--- config.mk ---
export PLATFORM = sky130hd
export DESIGN_NAME = pc_gen
export DESIGN_NICKNAME = d
export VERILOG_FILES = /design/src/rtl/pc_gen_pkg.sv /design/src/rtl/pc_gen_redirect_buf.sv /design/src/rtl/pc_gen.sv
export SDC_FILE = /design/constraint.sdc
export NUM_CORES = 1
export LEC_CHECK = 0
export ABC_AREA = 1
export CAP_MARGIN = 30
export CORE_MARGIN = 2
export CORE_UTILIZATION = 49
export DETAILED_ROUTE_END_ITERATION = 8
export MAX_ROUTING_LAYER = met4
export PLACE_DENSITY = 0.81
export SETUP_SLACK_MARGIN = 0.5
export SLEW_MARGIN = 0
export SYNTH_ARGS = -nofsm -noshare
export SYNTH_HDL_FRONTEND = slang
export SYNTH_SLANG_ARGS = --single-unit
--- constraint.sdc ---
create_clock -name clk -period 2.39 [get_ports clk]
set_input_delay 0.478 -clock clk [delete_from_list [all_inputs] [get_ports clk]]
set_output_delay 0.478 -clock clk [all_outputs]
set_load 0.1 [all_outputs]
--- src/rtl/pc_gen_pkg.sv ---
// Shared types and helpers for the fetch-PC generator: state codes, fetch
// exception codes and fetch-group address arithmetic.
package pc_gen_pkg;

  typedef logic [1:0] state_t;

  localparam state_t ST_BOOT  = 2'd0;
  localparam state_t ST_RUN   = 2'd1;
  localparam state_t ST_PEND  = 2'd2;
  localparam state_t ST_FAULT = 2'd3;

  localparam logic [7:0] EXC_ADEL = 8'h40;
  localparam logic [7:0] EXC_NONE = 8'h00;

  function automatic logic [31:0] group_align(input logic [31:0] pc, input logic [31:0] gb);
    return pc & ~(gb - 32'd1);
  endfunction

  function automatic logic is_misaligned(input logic [1:0] pc_lsb);
    return pc_lsb != 2'b00;
  endfunction

endpackage

--- src/rtl/pc_gen_redirect_buf.sv ---
// Pending-redirect register: holds the redirect that arrived while a fetch
// request was outstanding; an exception always wins over a branch target.
module pc_gen_redirect_buf (
  input  logic        clk,
  input  logic        rst_n,
  input  logic        load,
  input  logic        clear,
  input  logic        exc_sel,
  input  logic [31:0] exc_pc,
  input  logic        tgt_sel,
  input  logic [31:0] tgt_pc,
  output logic [31:0] merged_pc,
  output logic        merged_exc
);

  logic        valid_reg, valid_next;
  logic        exc_reg, exc_next;
  logic [31:0] pc_reg, pc_next;
  logic        take_exc, take_tgt;

  // A target may only replace an empty slot or an older target.
  assign take_exc = load && exc_sel;
  assign take_tgt = load && tgt_sel && !exc_sel && !(valid_reg && exc_reg);

  always_comb begin
    merged_pc  = pc_reg;
    merged_exc = exc_reg;
    if (take_exc) begin
      merged_pc  = exc_pc;
      merged_exc = 1'b1;
    end else if (take_tgt) begin
      merged_pc  = tgt_pc;
      merged_exc = 1'b0;
    end
    valid_next = (valid_reg || take_exc || take_tgt) && !clear;
    exc_next   = merged_exc && !clear;
    pc_next    = merged_pc;
  end

  always_ff @(posedge clk or negedge rst_n) begin
    if (!rst_n) begin
      valid_reg <= 1'b0;
      exc_reg   <= 1'b0;
      pc_reg    <= 32'd0;
    end else begin
      valid_reg <= valid_next;
      exc_reg   <= exc_next;
      pc_reg    <= pc_next;
    end
  end

endmodule

--- src/rtl/pc_gen.sv ---
// Fetch-PC generator for the IF stage with redirect handling and misalignment
// detection. Define PC_GEN_PERF_EN to add redirect/stall performance counters.
module pc_gen
  import pc_gen_pkg::*;
#(
  parameter logic [31:0] RESET_VEC = 32'hBFC0_0000,
  parameter int          FETCH_W   = 1,
  parameter int          NUM_STALL = 4
) (
  input  logic                 clk,
  input  logic                 rst_n,
  input  logic [NUM_STALL-1:0] stall,
  input  logic                 PC_exc_sel,
  input  logic [31:0]          PC_exc_i,
  input  logic                 PC_target_sel,
  input  logic [31:0]          PC_target_i,
  output logic                 req_valid,
  input  logic                 req_ready,
  output logic [31:0]          PC_o,
  output logic [31:0]          PC_plus4,
  output logic [FETCH_W-1:0]   slot_mask,
  output logic                 flush,
  output logic [7:0]           fetch_exc
`ifdef PC_GEN_PERF_EN
  ,
  output logic [31:0]          perf_exc_cnt,
  output logic [31:0]          perf_tgt_cnt,
  output logic [31:0]          perf_stall_cnt
`endif
);

  localparam logic [31:0] GB      = 32'(4 * FETCH_W);
  localparam int          GB_LOG2 = $clog2(4 * FETCH_W);

  state_t      state_reg, state_next;
  logic [31:0] pc_reg, pc_next;
  logic        hold_reg, hold_next;
  logic        flush_reg, flush_next;

  logic        stalled, handshake, redir_any;
  logic [31:0] redir_pc;
  logic        buf_load, buf_clear, buf_merged_exc;
  logic [31:0] buf_merged_pc;

  assign stalled   = |stall;
  assign redir_any = PC_exc_sel || PC_target_sel;
  assign redir_pc  = PC_exc_sel ? PC_exc_i : PC_target_i;

  // hold_reg keeps an unaccepted request alive regardless of stall.
  assign req_valid = hold_reg || ((state_reg == ST_RUN) && !stalled && !is_misaligned(pc_reg[1:0]));
  assign handshake = req_valid && req_ready;

  assign buf_load  = redir_any && (((state_reg == ST_RUN) && req_valid && !req_ready) ||
                                   (state_reg == ST_PEND));
  assign buf_clear = (state_reg == ST_PEND) && handshake;

  pc_gen_redirect_buf u_redirect_buf (
    .clk        (clk),
    .rst_n      (rst_n),
    .load       (buf_load),
    .clear      (buf_clear),
    .exc_sel    (PC_exc_sel),
    .exc_pc     (PC_exc_i),
    .tgt_sel    (PC_target_sel),
    .tgt_pc     (PC_target_i),
    .merged_pc  (buf_merged_pc),
    .merged_exc (buf_merged_exc)
  );

  always_comb begin
    state_next = state_reg;
    pc_next    = pc_reg;
    flush_next = 1'b0;
    hold_next  = req_valid && !req_ready;
    case (state_reg)
      ST_BOOT: state_next = ST_RUN;
      ST_RUN: begin
        if (req_valid && !req_ready) begin
          if (redir_any) state_next = ST_PEND;
        end else if (redir_any) begin
          pc_next    = redir_pc;
          flush_next = 1'b1;
          state_next = is_misaligned(redir_pc[1:0]) ? ST_FAULT : ST_RUN;
        end else if (handshake) begin
          pc_next = group_align(pc_reg, GB) + GB;
        end
      end
      ST_PEND: begin
        // Includes any redirect arriving in the handshake cycle itself.
        if (handshake) begin
          pc_next    = buf_merged_pc;
          flush_next = 1'b1;
          state_next = is_misaligned(buf_merged_pc[1:0]) ? ST_FAULT : ST_RUN;
        end
      end
      ST_FAULT: begin
        if (redir_any) begin
          pc_next    = redir_pc;
          flush_next = 1'b1;
          state_next = is_misaligned(redir_pc[1:0]) ? ST_FAULT : ST_RUN;
        end
      end
      default: state_next = ST_BOOT;
    endcase
  end

  always_ff @(posedge clk or negedge rst_n) begin
    if (!rst_n) begin
      state_reg <= ST_BOOT;
      pc_reg    <= RESET_VEC;
      hold_reg  <= 1'b0;
      flush_reg <= 1'b0;
    end else begin
      state_reg <= state_next;
      pc_reg    <= pc_next;
      hold_reg  <= hold_next;
      flush_reg <= flush_next;
    end
  end

  assign PC_o      = pc_reg;
  assign PC_plus4  = pc_reg + 32'd4;
  assign flush     = flush_reg;
  assign fetch_exc = is_misaligned(pc_reg[1:0]) ? EXC_ADEL : EXC_NONE;

  generate
    if (FETCH_W == 1) begin : g_single_slot
      assign slot_mask = 1'b1;
    end else begin : g_multi_slot
      localparam int IDX_W = GB_LOG2 - 2;
      logic [IDX_W-1:0] slot_idx;
      assign slot_idx = pc_reg[GB_LOG2-1:2];
      for (genvar gi = 0; gi < FETCH_W; gi++) begin : g_slot
        assign slot_mask[gi] = (IDX_W'(gi) >= slot_idx);
      end
    end
  endgenerate

`ifdef PC_GEN_PERF_EN
  logic perf_exc_hit, perf_tgt_hit, perf_stall_hit;

  assign perf_exc_hit   = flush_next && ((state_reg == ST_PEND) ? buf_merged_exc : PC_exc_sel);
  assign perf_tgt_hit   = flush_next && !perf_exc_hit;
  assign perf_stall_hit = (state_reg == ST_RUN) && !hold_reg && stalled;

  always_ff @(posedge clk or negedge rst_n) begin
    if (!rst_n) begin
      perf_exc_cnt   <= 32'd0;
      perf_tgt_cnt   <= 32'd0;
      perf_stall_cnt <= 32'd0;
    end else begin
      if (perf_exc_hit)   perf_exc_cnt   <= perf_exc_cnt + 32'd1;
      if (perf_tgt_hit)   perf_tgt_cnt   <= perf_tgt_cnt + 32'd1;
      if (perf_stall_hit) perf_stall_cnt <= perf_stall_cnt + 32'd1;
    end
  end
`endif

endmodule
==> results.md, run 1 <==
* Number of ports placed on the die boundary at 148
* Root buffer cell: clkbuf_8
* Synthesis Warnings at 0
* Average footprint of a synthesized cell at 6.60 um2
* First Error: [ERROR DPL-0033] detailed placement checks failed during check placement.
* Placement row count at 38
* Outcome: stopped before the end
* Mapped Area at 5340 um2
* Count of instances resized after the clock tree is built at 338
* Number of flip-flops and latches in the synthesized netlist at 70
* Clock sink count at 70
* Top cell type's share of synthesized area at 28.6%
* Placement Setup Slack at -0.0418 ns
* Final weighted congestion in routability-driven placement at 0.970
* Die height at 108 um
* Count of buffers inserted at the top-level ports at 139
* Stage where the run ended: clock tree synthesis (4_1_cts)
* Detailed-placement wirelength estimate at 15000 um
* Maximum buffer depth of the clock tree at 2
* Clock H-tree levels at 3
* Number of buffers inserted to repair setup after CTS at 103
* Yosys top cell by area: dfrtp_1
* Effective utilization at floorplan at 49.7%
* Unique masters post-synth at 41
* Inst Count DP at 1091
* Chip width at 108 um
* Cell types with the largest area share after synthesis: dfrtp_1 29%, nand2_1 16%, nand3_1 7.4%
* Sequential area share after synthesis at 33.0%
* Syn Inst Count at 808
* Total CTS buffers at 9
* Hold-fix buffer count after cts at 0
==> Yosys cell counts <==
cell and n:
nand2_1 224, nor2_1 90, nand3_1 79, inv_1 72, dfrtp_1 61, o21ai_0 45
a21oi_1 40, and2_1 18, o211ai_1 18, clkbuf_1 16, buf_2 15, a211oi_1 13
xor2_1 12, buf_4 11, dfstp_2 9, or2_2 8, and2_4 7, nand4_1 7
nor3_1 7, o21a_1 7, a21oi_2 5, ha_1 5, nand3b_1 4, a22oi_1 3
a31oi_1 3, buf_1 3, buf_6 3, xnor2_1 3, conb_1 2, mux2i_1 2
nand2_2 2, nand2_4 2, o21bai_1 2, o22ai_1 2, or2_0 2, a32oi_1 1
clkinv_1 1, inv_2 1, nand3_2 1, nor2_2 1, o31ai_1 1
==> per-stage QoR <==
| step | hold slack, ns | instance area [um2] |
|---|---|---|
| 2_1_floorplan | 0.182 | 6100 |
| 3_3_place_gp | 0.493 | 7960 |
| 3_5_place_dp | 0.512 | 7960 |
==> cells by family after synthesis <==
logic type	share of synthesized area, %
AO/OA/AOI/OAI	15.7
XOR/XNOR	2.46
adder cells (fa/ha/maj)	1.17
buffers and inverters	10.1
flip-flops	33.0
multiplexers	0.375
other	0.141
AND/OR/NAND/NOR	36.9
==> run 2, diff against run 1 <==
--- a/config.mk
+++ b/config.mk
@@ -8,11 +8,9 @@
 export ABC_AREA = 1
 export CAP_MARGIN = 30
 export CORE_MARGIN = 2
-export CORE_UTILIZATION = 49
+export CORE_UTILIZATION = 35
 export DETAILED_ROUTE_END_ITERATION = 8
-export MAX_ROUTING_LAYER = met4
-export PLACE_DENSITY = 0.81
-export SETUP_SLACK_MARGIN = 0.5
+export PLACE_DENSITY_LB_ADDON = 0.15
 export SLEW_MARGIN = 0
 export SYNTH_ARGS = -nofsm -noshare
 export SYNTH_HDL_FRONTEND = slang
==> results.md, run 2 <==
* Total CTS buffers at 9 (unchanged)
* Class of the most critical hold timing path: primary input to async pin
* Average footprint of a synthesized cell at 6.60 um2 (unchanged)
* Total Wirelength at 19900 um
* Floorplan die area at 16200 um2
* Critical Setup Path Class: register to output port
* Sum of negative setup slack at -0.149 ns
* Post-synth EDFFs at 0 (unchanged)
* Die height at 127 um (+18%)
* Final weighted congestion in routability-driven placement at 0.871 (-10%)
* Cell area after placement at 7750 um2 (-2.6%)
* Proportion of layout cells with a drive suffix above 1 at 32.8%
* Critical path's top delay family: simple AND/OR/NAND/NOR gates
* Final cycle utilization of the critical path at 102%
* Effective utilization at floorplan at 35.5% (-14 points)
* Final worst slack at -0.0538 ns
* Fraction of the mapped netlist area in compound gates at 15.7% (unchanged)
* Syn Inst Count at 808 (unchanged)
* Source-to-sink clock delay at the later pin of the worst-skew pair at 0.35 ns
* Clock H-tree levels at 3 (unchanged)
* Detailed-placement wirelength estimate at 14300 um (-4.7%)
* Clock period minus worst slack at 2.44 ns
* Placement Setup Slack at 0.00933 ns (+0.0511 ns)
* Mapped Area at 5340 um2 (unchanged)
* Net count, final at 1078
* Outcome: finished with violations
* Yosys top cell by area: dfrtp_1
* Leading cell type in the layout, fill and taps excluded: nand2_1
* Post-detailed-route DRC marker count at 0
* Main synth FF type: dfrtp_1
* Sum of overflow across all layers after global routing at 0
* Number of flip-flops and latches in the synthesized netlist at 70 (unchanged)
* Largest net degree at the start of global routing at 60
* Sequential area share after synthesis at 33.0% (unchanged)
* Slew headroom at 60.7%
* Commonest cells in the netlist: 224 x nand2_1, 90 x nor2_1, 79 x nand3_1, 72 x inv_1, 61 x dfrtp_1
* Critical path capture point type: output port
* Mean routed wirelength per cell at 16.7 um
* Number of ports placed on the die boundary at 148 (unchanged)
* Crit path buf inv count at 1
* Clock tree from TritonCTS: yes
* Parity-gate share of the synthesized area counting xor and xnor cells at 2.46% (unchanged)
* Area overhead of the layout relative to synthesis at 62.1%
* Chip width at 127 um (+18%)
* Mean number of vias per cell at 5.15
* Wire length of the first global-routing pass at 30500 um
* Root buffer cell: clkbuf_16
* Antenna violations before repair at 0
* Most repeated cell in the gate-level netlist after synthesis: nand2_1
* Fillcell total at 1390
* Number of inserted diodes at 0
* Maximum buffer depth of the clock tree at 2 (unchanged)
* Max-Cap Viols at 0
* Vias in the first global route at 5572
* Post-route cell area at 8650 um2
* Clock slew seen by the registers of the worst setup and hold paths at 0.06 ns
* Final ANT Viol Nets at 0
* Layout Skew at 0.0107 ns
* Ordered list of cells on the worst path: nand2_4, nor2_4, nand3_2, nor2_2, nand2_2, or2_4, nand2_8, buf_12
* DR vias at 6149
* Peak fanout along the critical path at 5
* FF+latch area at 1840 um2
* Most used cells in the layout excluding fill and tap cells: 186 x nand2_1, 113 x buf_4, 75 x nand3_1
* Largest family of logic cells by synthesized area: simple AND/OR/NAND/NOR gates
* Worst endpoint data arrival time at 1.97 ns
* Top cell type's share of synthesized area at 28.6% (unchanged)
* Standard cell core area at 15000 um2
* Slew at the pin closest to its max-slew limit at 0.589 ns
* Async set-or-reset flop fraction in the synthesized netlist at 100% (unchanged)
* Count of final hold-check violations at 0
* Cell with the largest stage delay on the worst path: dfstp_4
* Number of violations reported at the end of detailed-routing iteration 0 at 556
* Area share of fa/ha/maj cells after synthesis at 1.17% (unchanged)
* Count of buffers inserted at the top-level ports at 139 (unchanged)
* Worst Setup Start Kind: register
* Unique masters post-synth at 41 (unchanged)
* Overall routing resource usage at 24.2%
* Multi-input combinational cell area at 3690 um2
* Detailed Routing Iterations Pass 1 at 7
* Placement row count at 45 (+18%)
* RSZ-0062 raised after global routing: yes
* Critical path's largest stage delay at 0.66 ns
* Mux share of post-synthesis cell area at 0.375% (unchanged)
* Cell types with the largest area share after synthesis: dfrtp_1 29%, nand2_1 16%, nand3_1 7.4%
* Fmax at 409 MHz
* Hold-fix buffer count after cts at 0 (unchanged)
* Failing checks: negative setup slack
* Slew Limit Fails at 0
* Synthesis Warnings at 0 (unchanged)
* Post-synthesis simple-gate area fraction at 36.9% (unchanged)
* Clock sink count at 70 (unchanged)
* Setup violators final at 6
* Required time at the worst-slack endpoint at 1.91 ns
run 2: cell counts after synthesis:
Identical to the previous run, type by type.
run 2: per-stage QoR:
step	hold slack [ns]	cells	util (%)
after floorplan	0.182	814	-
after global placement	0.389	1130	51.6
after detailed placement	0.396	1130	51.6
after CTS	0.0244	1182	55.9
after global routing	0.0382	1193	57.5
final	0.0139	1193	57.5
run 2: area by class of cell:
cell class                      count  share of cell area [%]
Tap cell                          188                    2.72
Clock buffer                       11                    2.81
Timing Repair Buffer              223                    26.4
Inverter                           74                    3.39
Clock inverter                      5                   0.695
Multi-Input combinational cell    622                    42.6
Sequential cell                    70                    21.3
run 2: path summary, 6_finish.rpt:
kind,cells after the start,startpoint,slack [ns],to
max in group asynchronous,2,rst_n,1.68,PC_o[28]$_DFFE_PN1P_
max,8,PC_o[24]$_DFFE_PN1P_,-0.05,PC_plus4[29]
min in group clk,2,PC_o[28]$_DFFE_PN1P_,0.50,PC_o[28]$_DFFE_PN1P_
min reg2reg,2,PC_o[28]$_DFFE_PN1P_,0.50,PC_o[28]$_DFFE_PN1P_
min,1,rst_n,0.01,u_redirect_buf.pc_reg[10]$_DFF_PN0_
max reg2reg,16,state_reg[1]$_DFFE_PN0P_,0.25,state_reg[1]$_DFFE_PN0P_
run 2: layer usage:
| metal | vias up | GRT usage (%) | share of wire [%] |
|---|---|---|---|
| met4 | 0 | 6.79 | 1.9 |
| met1 | 2863 | 34.5 | 45 |
| li1 | 2995 | - | - |
| met2 | 263 | 37.4 | 46 |
| met5 | - | 0 | 0 |
| met3 | 28 | 4.86 | 7.0 |
run 2: repair_timing:
action	CTS	global route
buffers inserted	36	11
pin swaps	17	26
endpoints found under the setup margin	19	20
resized for setup	30	47
endpoints found under the hold margin	0	0
run 2: kinds of logic after synthesis:
kind of cell,count (synthesis)
compound gates,140
xor+xnor,15
other cells,2
fa+ha+maj,5
mux,2
simple gates,452
buf+inv,122
flops,70
Power of run 2 is not shown: default switching activity piles up to over one toggle a cycle in this logic, so the estimate is an artifact.
